[src/rtl/moore_pkg.sv]
`default_nettype none
// ============================================================================
//  Module      : moore_pkg
//  Description : Shared constants and width helpers for the Moore residue
//                detector.
//  Revision    : 1.0 - initial release
// ============================================================================
package moore_pkg;

    localparam logic MODE_SUM  = 1'b0;
    localparam logic MODE_ONES = 1'b1;

    // Bits needed to hold a popcount of a w-bit vector (0..w).
    function automatic int popcount_width(input int w);
        return $clog2(w + 1);
    endfunction

    // Residue register width; a 1-bit floor keeps tiny moduli legal.
    function automatic int res_width(input int m);
        return (m <= 2) ? 1 : $clog2(m);
    endfunction

endpackage
`default_nettype wire

[src/rtl/moore_popcount.sv]
`default_nettype none
// ============================================================================
//  Module      : moore_popcount
//  Description : Combinational count of set bits in an IN_W-bit sample.
//  Revision    : 1.0 - initial release
// ============================================================================
module moore_popcount
    import moore_pkg::*;
#(
    parameter int IN_W = 2,
    parameter int PC_W = popcount_width(IN_W)
) (
    input  logic [IN_W-1:0] ain,
    output logic [PC_W-1:0] ones
);

    always_comb begin
        ones = '0;
        for (int i = 0; i < IN_W; i++) begin
            ones = ones + PC_W'(ain[i]);
        end
    end

endmodule
`default_nettype wire

[src/rtl/moore_residue.sv]
`default_nettype none
// ============================================================================
//  Module      : moore_residue
//  Description : Moore detector accumulating qualified samples modulo MOD,
//                flagging zero residue and counting zero-residue hits.
//  Revision    : 1.0 - initial release
// ============================================================================
module moore_residue
    import moore_pkg::*;
#(
    parameter int IN_W  = 2,
    parameter int MOD   = 3,
    parameter int CNT_W = 8,
    parameter int RES_W = res_width(MOD)
) (
    input  logic             clock,
    input  logic             reset,
    input  logic [IN_W-1:0]  ain,
    input  logic             valid,
    input  logic             mode,
    input  logic             clear,
    output logic             aout,
    output logic [RES_W-1:0] residue,
    output logic [CNT_W-1:0] hit_count
);

    localparam int PC_W  = popcount_width(IN_W);
    localparam int SUM_W = ((RES_W > IN_W) ? RES_W : IN_W) + 1;
    localparam logic [SUM_W-1:0] c_mod    = SUM_W'(MOD);
    localparam logic [CNT_W-1:0] c_hc_max = '1;

    logic [RES_W-1:0] r_res;
    logic [CNT_W-1:0] r_hc;
    logic [PC_W-1:0]  w_ones;
    logic [SUM_W-1:0] w_raw;
    logic [SUM_W-1:0] w_contrib;
    logic [SUM_W-1:0] w_sum;
    logic [SUM_W-1:0] w_red;
    logic [RES_W-1:0] w_res_step;
    logic [RES_W-1:0] w_next_res;
    logic [CNT_W-1:0] w_next_hc;

    moore_popcount #(
        .IN_W (IN_W),
        .PC_W (PC_W)
    ) u_popcount (
        .ain  (ain),
        .ones (w_ones)
    );

    // State register
    always_ff @(posedge clock or negedge reset) begin
        if (!reset) begin
            r_res <= '0;
            r_hc  <= '0;
        end else begin
            r_res <= w_next_res;
            r_hc  <= w_next_hc;
        end
    end

    // Next state: both operands are already below MOD after the first
    // reduction, so a single conditional subtract finishes the modulo.
    always_comb begin
        w_raw      = (mode == MODE_ONES) ? SUM_W'(w_ones) : SUM_W'(ain);
        w_contrib  = w_raw % c_mod;
        w_sum      = SUM_W'(r_res) + w_contrib;
        w_red      = (w_sum >= c_mod) ? (w_sum - c_mod) : w_sum;
        w_res_step = RES_W'(w_red);
        w_next_res = r_res;
        w_next_hc  = r_hc;
        if (clear) begin
            w_next_res = '0;
            w_next_hc  = '0;
        end else if (valid) begin
            w_next_res = w_res_step;
            if ((w_res_step == '0) && (r_hc != c_hc_max)) begin
                w_next_hc = r_hc + 1'b1;
            end
        end
    end

    // Outputs depend on state only.
    always_comb begin
        aout      = (r_res == '0);
        residue   = r_res;
        hit_count = r_hc;
    end

endmodule
`default_nettype wire

[config.mk]
export PLATFORM = sky130hd
export DESIGN_NAME = moore_residue
export DESIGN_NICKNAME = d
export VERILOG_FILES = /design/src/rtl/moore_pkg.sv /design/src/rtl/moore_popcount.sv /design/src/rtl/moore_residue.sv
export SDC_FILE = /design/constraint.sdc
export NUM_CORES = 1
export LEC_CHECK = 0
export ABC_AREA = 1
export CAP_MARGIN = 5
export CORE_AREA = 2 2 56 58
export DETAILED_ROUTE_END_ITERATION = 8
export DIE_AREA = 0 0 58 60
export PLACE_DENSITY = 0.48
export SYNTH_ARGS = -nofsm -noshare
export SYNTH_HDL_FRONTEND = slang
export SYNTH_HIERARCHICAL = 1
export SYNTH_SLANG_ARGS = --single-unit
[constraint.sdc]
create_clock -name clock -period 3.5 [get_ports clock]
set_input_delay 0.35 -clock clock [delete_from_list [all_inputs] [get_ports clock]]
set_output_delay 0.35 -clock clock [all_outputs]
set_load 0.01 [all_outputs]
== Yosys cells after proc, flatten, opt, wreduce, memory -nomap -nowiden ==
Cells that the tools add are included.

* Bits in registers: 10
* Bits in latches: 0
* RAM bits: 0
* Memory bits (read-only): 0
* Input port bits: 7
* Output and inout bits: 11
* Word-level logic and storage cells: 22
* Memories: 0

* Add/subtract/negate cells: 4
* $mul: 0
* Divide/modulo/power cells: 1
* Magnitude comparators: 1
* Eq/ne operators: 1
* Shifts and indexed selects: 0
* Multiplexer cells: 7
* Bitwise gates (word level): 0
* Reductions and logical operators: 6

{| class="wikitable"
|+ Operator list
! operator !! number
|-
| $mux W8 || 3
|-
| $add A8 B1 Y8 const B || 1
|-
| $mux W2 || 4
|-
| $ne A8 B8 Y1 const B || 1
|-
| $logic_not A2 Y1 || 2
|-
| $reduce_bool A2 Y1 || 2
|-
| $add A2 B3 Y3 || 1
|-
| $ge A3 B2 Y1 const B || 1
|-
| $mod A3 B2 Y3 const B || 1
|-
| $add A1 B1 Y2 || 1
|-
| $reduce_and A2 Y1 || 1
|-
| $sub A2 B2 Y2 const B || 1
|-
| $logic_and A1 B1 Y1 || 1
|}

== Depth between registers and ports, before layout ==
Gate-level depths: netlist (run 1).

* Depth in word-level cells: 11
* Gate-level depth with buffers: 17
* Mapped depth without buffers: 17

== By module ==
The synthesis (run 1) kept the hierarchy.

{| class="wikitable"
|+ By module, submodules not included
! module !! instances !! cells each !! area each (um^2) !! sequential area each (um^2)
|-
| moore_residue || 1 || 121 || 818.3 || 250.2
|-
| moore_popcount || 1 || 1 || 12.5 || 0.0
|}

== Least setup slack after synthesis (run 1) ==
OpenSTA, ideal clock, no wires.

* Path kind: input -> register
* From: in ain[0]
* To: reg r_hc[0], in the netlist hit_count[0]
* Library setup time: 0.117 ns
* Data arrival time: 2.302 ns
* Data required time: 3.383 ns
* Setup slack: 1.081 ns
* Cell stages on the path: 16
* Path buffers: 0
* Cell sequence: ha_1 -> inv_1 -> nand2_1 -> o21ai_0 -> nor2_1 -> ha_1 -> fa_1 -> ha_1 -> nor2_1 -> nand2_1 -> nand2_1 -> nand2_1 -> nand3_2 -> nand2_4 -> nand3_1 -> nand2_1

* Word-level cells in the longest chain between the ends: 10
* Elaborated cells between the ends (all ways): 11
* Those cells by class: add/sub (3); div (1); order compare (1); mux (2); reduce/logical (4)

{| class="wikitable"
|+ RTL lines
! what !! line !! RTL
|-
| start, declared || moore_residue.sv:18 || <nowiki>input logic [IN_W-1:0] ain,</nowiki>
|-
| $add A1 B1 Y2 || moore_popcount.sv:20 || <nowiki>ones = ones + PC_W'(ain[i]);</nowiki>
|-
| $mux W2 * || moore_residue.sv:65 || <nowiki>w_raw = (mode == MODE_ONES) ? SUM_W'(w_ones) : SUM_W'(ain);</nowiki>
|-
| $mod A3 B2 Y3 * || moore_residue.sv:66 || <nowiki>w_contrib = w_raw % c_mod;</nowiki>
|-
| $add A2 B3 Y3 * || moore_residue.sv:67 || <nowiki>w_sum = SUM_W'(r_res) + w_contrib;</nowiki>
|-
| $ge A3 B2 Y1 or $sub A2 B2 Y2 (tied branches) || moore_residue.sv:68 || <nowiki>w_red = (w_sum >= c_mod) ? (w_sum - c_mod) : w_sum;</nowiki>
|-
| $mux W2 * || moore_residue.sv:68 ||
|-
| $logic_not A2 Y1 * || moore_residue.sv:77 || <nowiki>if ((w_res_step == '0) && (r_hc != c_hc_max)) begin</nowiki>
|-
| $logic_and A1 B1 Y1 * || moore_residue.sv:77 ||
|-
| $reduce_bool A2 Y1 (no line) * || n/a ||
|-
| $reduce_and A2 Y1 (no line) * || n/a ||
|-
| end signal, assigned || moore_residue.sv:58 || <nowiki>r_hc <= w_next_hc;</nowiki>
|-
| end, declared || moore_residue.sv:33 || <nowiki>logic [CNT_W-1:0] r_hc;</nowiki>
|}

Every way passes the cells marked *; elsewhere a longest branch is shown, timed or not.
A chain may end at the register's enable or synchronous reset.

== Worst setup path in the final report (run 1) ==
* From: in ain[0]
* To: reg r_hc[1], in the netlist hit_count[1]

* Word-level cells in the longest chain between the ends: 10
* Elaborated cells between the ends (all ways): 11
* Those cells by class: add/sub (3); div (1); order compare (1); mux (2); reduce/logical (4)

{| class="wikitable"
|+ RTL lines
! what !! line !! RTL
|-
| $add A1 B1 Y2 * || moore_popcount.sv:20 ||
|-
| named net w_ones[0] || moore_residue.sv:34 || <nowiki>logic [PC_W-1:0] w_ones;</nowiki>
|-
| $mux W2 * || moore_residue.sv:65 ||
|-
| $mod A3 B2 Y3 * || moore_residue.sv:66 ||
|-
| $add A2 B3 Y3 * || moore_residue.sv:67 ||
|-
| $ge A3 B2 Y1 or $sub A2 B2 Y2 (tied branches) || moore_residue.sv:68 ||
|-
| $mux W2 * || moore_residue.sv:68 ||
|-
| $logic_not A2 Y1 * || moore_residue.sv:77 ||
|-
| $logic_and A1 B1 Y1 * || moore_residue.sv:77 ||
|-
| $reduce_bool A2 Y1 (no line) * || n/a ||
|-
| $reduce_and A2 Y1 (no line) * || n/a ||
|}

Mark *: on every way through the listed nets, which the timed path passes. The rest lies on a longest branch.

==> results of run 1 <==
-- how the worst max path moves through the flow --
stage	depth (start not counted)	startpoint	endpoint
2_1_floorplan	16	ain[0]	hit_count[0]$_DFFE_PN0P_
3_5_place_dp	17	ain[0]	hit_count[1]$_DFFE_PN0P_
5_1_grt	15	ain[0]	hit_count[5]$_DFFE_PN0P_
6_report	17	ain[0]	hit_count[1]$_DFFE_PN0P_
3_3_place_gp	17	ain[0]	hit_count[1]$_DFFE_PN0P_
4_1_cts	17	ain[0]	hit_count[1]$_DFFE_PN0P_
-- report_power, final --
group	internal (W)	switching [W]	total [W]
logic	0.0000711	0.0000949	0.000166
clock network	0.0000632	0.0000426	0.000106
registers	0.000128	0.0000193	0.000148
-- metrics by stage --
stage | hold WS [ps] | cell area (sq um) | std cells
after detailed placement | 568 | 1010 | 169
after global placement | 560 | 1010 | 169
after CTS | 417 | 1050 | 173
after floorplan | 54.4 | 831 | 122
after global routing | 427 | 1050 | 173
final | 396 | 1050 | 173
-- area by class of cell --
class                           instances  share of cell area
Multi-Input combinational cell         89               0.453
Sequential cell                        10               0.239
Clock buffer                            4              0.0346
Inverter                               20              0.0716
Tap cell                               33              0.0394
Timing Repair Buffer                   17               0.162
-- placed cells by master, fill, tap and decap left out --
cell type and count:
nand2_1 34, inv_1 20, nand3_1 19, clkdlybuf4s50_1 17, nor2_1 12, dfrtp_1 10
o21ai_0 5, ha_1 4, nor2_2 3, clkbuf_4 3, a21oi_1 2, nand3_2 2
nand4_1 2, nand2_4 1, or2_2 1, nand4_4 1, nor3b_1 1, nor3_1 1
fa_1 1, clkbuf_8 1
-- flip-flops by register name, summed over array words and instances, names as in the netlist --
signal and cells:
hit_count 8, residue 2
-- per-layer routing --
metal,up-vias,global-route usage
met5,-,0
met4,0,0.0764
met3,3,0.0173
met2,20,0.203
met1,377,0.157
li1,419,-
-- logic make-up after synthesis --
kind of cell	share of synthesized area
buffers and inverters	0.127
adders and majority gates	0.0843
AOI/OAI and AO/OA	0.0422
DFF	0.301
and+or+nand+nor	0.446
==> metrics.cfg, run 1 <==
[clock_tree]
tritoncts = done
cts_buffers = 3
hold_buffers = 0
postCtsSetupBuffers = 0
clk_transition_reported_paths_ps = 70
cts.sinks = 10
cts.path.max_buffers = 2
cts_root_buf = clkbuf_4
insertion_delay_ps = 270
cts.repair.resized = 0
h-tree-depth = 1

[cells_and_area]
final_core_util = 0.361
final_nets = 153
multi_input_area_sq_um = 475
num_antenna_cells = 0
drive_gt1_frac = 0.0857
areaGrowthSynthToFinish_pct = 26.2
fill_cells = 328
regArea_sq_um = 250

[global_routing]
grt_max_degree = 12
grt_overflow = 0
antenna_found_initial = 0
grt_pass1_vias = 802
grt_first_pass_wirelength_um = 3340
grt_use_total = 0.125

[placed_design]
port_buffers = 17
post-place-ws_ps = 433
hpwl_um = 1460
place_congestion = 0.757

[timing]
tightest_slew_ps = 467
timing.final.crit_share = 0.793
setup_violations = 0
finalMaxSlewViolations = 0
min_period_ps = 2780
setup_slack_ps = 725
rsz0062_at_grt = false
finalHoldViolCount = 0
fin_skew_ps = 4.31
slew_headroom = 0.688
fin_tns_setup_ps = 0
fmax_mhz = 360

[logic_synthesis]
synth_area_leaders = dfrtp_1 (30%), nand2_1 (15%), nand3_1 (11%)
syn_nets = 134
yosysTopAreaCell = dfrtp_1
synth-edff-count = 0
synthCells = 122
synth_area_sq_um = 831
avgSynthCellArea_sq_um = 6.81
ys_top_cells_by_count = nand2_1 (34), inv_1 (20), nand3_1 (19)
synth_cell_types = 19
synth_seq_cells = 10
synth.most_common_cell = nand2_1
synthFlopType = dfrtp_1
synth.top_cell.area_share = 0.301
async_flop_share = 1.00
seq_area_frac_synth = 0.301
yosysWarnings = 6

[critical_path]
worst_r2r_path_depth = 11
worstPathBufferInverterCount = 2
critPathKind = in -> reg
cp.required_ps = 3660
cp_common_cell = nand2_1
rr_endpoint = hit_count[1]$_DFFE_PN0P_
arrival_ps = 2940
crit_chain = clkdlybuf4s50_1, ha_1, inv_1, nand2_1, o21ai_0, nor2_1, ha_1, fa_1, ha_1, nor2_1, nand2_1, nand2_1, nand2_1, nand3_2, nand2_4, nand3_1, nand2_1
critPathSlowestCell = fa_1
critical-path-top-delay-family = adder cells
timing.rr.start = residue[0]$_DFFE_PN0P_
worst_setup_path_start_kind = input pin
r2r_slack_ps = 1330
cp-end-kind = flip-flop
max_stage_delay_ps = 470
critPathMaxFanout = 8

[min_path]
min_path_type = in -> async

[detailed_routing]
route.met2.wl_um = 870
drtIter0Drc = 36
wl_um = 1960
routedWlPerCell_um = 11.3
viasPerCell = 4.73
ant_nets = 0
maxUsedRoutingLayer = met4
wl_met1_um = 980
drc = 0
met3_length_um = 82
num_vias = 819
dr.pass1.iters = 4

[power]
vdd_drop_max_mv = 0.235
p_total_w = 0.000419
p_leak_nw = 0.538
p_per_area_mw_per_mm2 = 400

[flow_run]
cap_violations = 0

[run_status]
status = finished, final reports clean

[floorplan]
core_sq_mm = 0.00290
num_rows = 20
initial_utilization = 0.286
die_y_um = 60
dieArea_sq_mm = 0.00348
ios = 18
fp.dieW_um = 58

No activity file was read; power rests on OpenSTA's default activity.
==> run 2, diff against run 1 <==
- clock period: 3.5 -> 2.8 ns (I/O delays scaled with it)
==> run 2 against run 1 <==
Effect of this change:
- die area unchanged
- combinational power grew 51%
- clock power decreased by 6%
- via count up 0.98%
- power up 28%
- routed wire length is 5.7% higher
- critical endpoint unchanged
- design area is 7.0% higher
==> metrics.cfg, run 2 (synthesized netlist as in run 1, its figures left out) <==
[critical_path]
cp.required_ps = 2950
worst_setup_path_start_kind = input pin
cp-end-kind = flip-flop
crit_chain = clkdlybuf4s50_1, nand2_1, o21ai_2, inv_1, nor2_1, ha_1, fa_1, ha_2, nor2_4, nand2_1, nand2_1, nand2_2, nand3_2, nand2_4, nand3_2, nand2_1
max_stage_delay_ps = 550
rr_endpoint = hit_count[4]$_DFFE_PN0P_
worst_r2r_path_depth = 10
critPathSlowestCell = clkdlybuf4s50_1
arrival_ps = 2650
critPathKind = in -> reg
timing.rr.start = residue[0]$_DFFE_PN0P_
crit_path_start = mode
critPathMaxFanout = 8
r2r_slack_ps = 670
cp_common_cell = nand2_1
endpoint = hit_count[1]$_DFFE_PN0P_

[clock_tree]
clk_transition_reported_paths_ps = 70
tritoncts = done
cts.sinks = 10
h-tree-depth = 1
cts.path.max_buffers = 2
insertion_delay_ps = 270
cts_root_buf = clkbuf_4
cts_buffers = 3

[floorplan]
ios = 18
die_y_um = 60
initial_utilization = 0.286
core_sq_mm = 0.00290
dieArea_sq_mm = 0.00348
fp.dieW_um = 58
num_rows = 20

[timing]
fmax_mhz = 401
finalMaxSlewViolations = 0
fin_skew_ps = 8.90
rsz0062_at_grt = false
whs_ps = 344
slew_headroom = 0.664
setup_violations = 0
tightest_slew_ps = 503
min_period_ps = 2490
finalHoldViolCount = 0
timing.final.crit_share = 0.890

[detailed_routing]
wl_um = 2070
routedWlPerCell_um = 12.0
num_vias = 827
viasPerCell = 4.78
ant_nets = 0
drtIter0Drc = 15
dr.pass1.iters = 3
drc = 0

[cells_and_area]
drive_gt1_frac = 0.207
areaGrowthSynthToFinish_pct = 35.1
layout_commonest_cell = nand2_1
final_nets = 154
largest_reg_flops = 8
num_antenna_cells = 0
layout_common_cells = nand2_1 (31), inv_1 (20), clkdlybuf4s50_1 (15), nand3_2 (12), nor2_1 (11)
stdcell_count = 173

[power]
p_total_w = 0.000536
p_per_area_mw_per_mm2 = 478
p_leak_nw = 0.561
vdd_drop_max_mv = 0.285

[min_path]
min_path_type = in -> async

[placed_design]
hpwl_um = 1400
port_buffers = 17
placedCellCount = 169
place_congestion = 0.723

[run_status]
status = finished, final reports clean

[global_routing]
antenna_found_initial = 0
grt_pass1_vias = 761
grt_max_degree = 12
grt_first_pass_wirelength_um = 3440
grt_overflow = 0
grt_use_total = 0.131

[flow_run]
cap_violations = 0

run 2: cell types whose count changed in the layout (fill, tap and decap cells not counted), moves of 3 or more:
cell / delta
nand3_2: +10
nand3_1: -10
nand2_1: -3
nand2_2: +3
run 2: worst min-delay path by stage:
| stage | from | to | slack, ps | cells after the start |
|---|---|---|---|---|
| after detailed placement | hit_count[1]$_DFFE_PN0P_ | hit_count[1]$_DFFE_PN0P_ | 570 | 2 |
| after CTS | reset | hit_count[5]$_DFFE_PN0P_ | 350 | 1 |
| final | reset | hit_count[5]$_DFFE_PN0P_ | 340 | 1 |
| after global routing | reset | hit_count[0]$_DFFE_PN0P_ | 360 | 1 |
| after floorplan | reset | hit_count[0]$_DFFE_PN0P_ | -20 | 0 |
| after global placement | hit_count[1]$_DFFE_PN0P_ | hit_count[1]$_DFFE_PN0P_ | 560 | 2 |
run 2: where the power goes:
group          leakage [nW]  total [W]  internal [W]  switching [W]
Sequential            0.136   0.000185      0.000160      0.0000244
Clock                0.0138   0.000100     0.0000496      0.0000507
Combinational         0.411   0.000251      0.000108       0.000143
run 2: stage by stage:
step | setup TNS [ps] | area, sq um | utilization | setup slack [ps]
detailed placement | -1880 | 1010 | 0.349 | -241
global placement | -1270 | 1010 | 0.349 | -164
floorplan | 0 | 831 | - | 451
global route | 0 | 1120 | 0.387 | 162
finish | 0 | 1120 | 0.387 | 307
CTS | 0 | 1030 | 0.356 | 37.3
run 2: critical path: cells and delay by family:
family / cells / cell delay (ps)
AND/OR/NAND/NOR: 10 / 850
adder cells (fa/ha/maj): 3 / 830
buffers and inverters: 2 / 600
AO/OA/AOI/OAI: 1 / 70
run 2: routing by layer:
metal  track usage  part of all wire
met5             0                 0
met4        0.0598             0.016
met3        0.0216             0.038
met2         0.221              0.47
met1         0.164              0.48
run 2: layout make-up:
cell class,count,area [sq um]
timing repair buffer,18,183
multi-input combinational,89,551
fill,310,1780
inverter,20,75.1
clock buffer,3,22.5
sequential,10,250
tap,33,41.3
run 2: what timing repair did:
| action | in CTS | in global routing |
|---|---|---|
| gates resized for setup | 0 | 22 |
| setup endpoints to repair | 0 | 8 |
| hold buffers | 0 | 0 |
| buffers inserted | 0 | 1 |
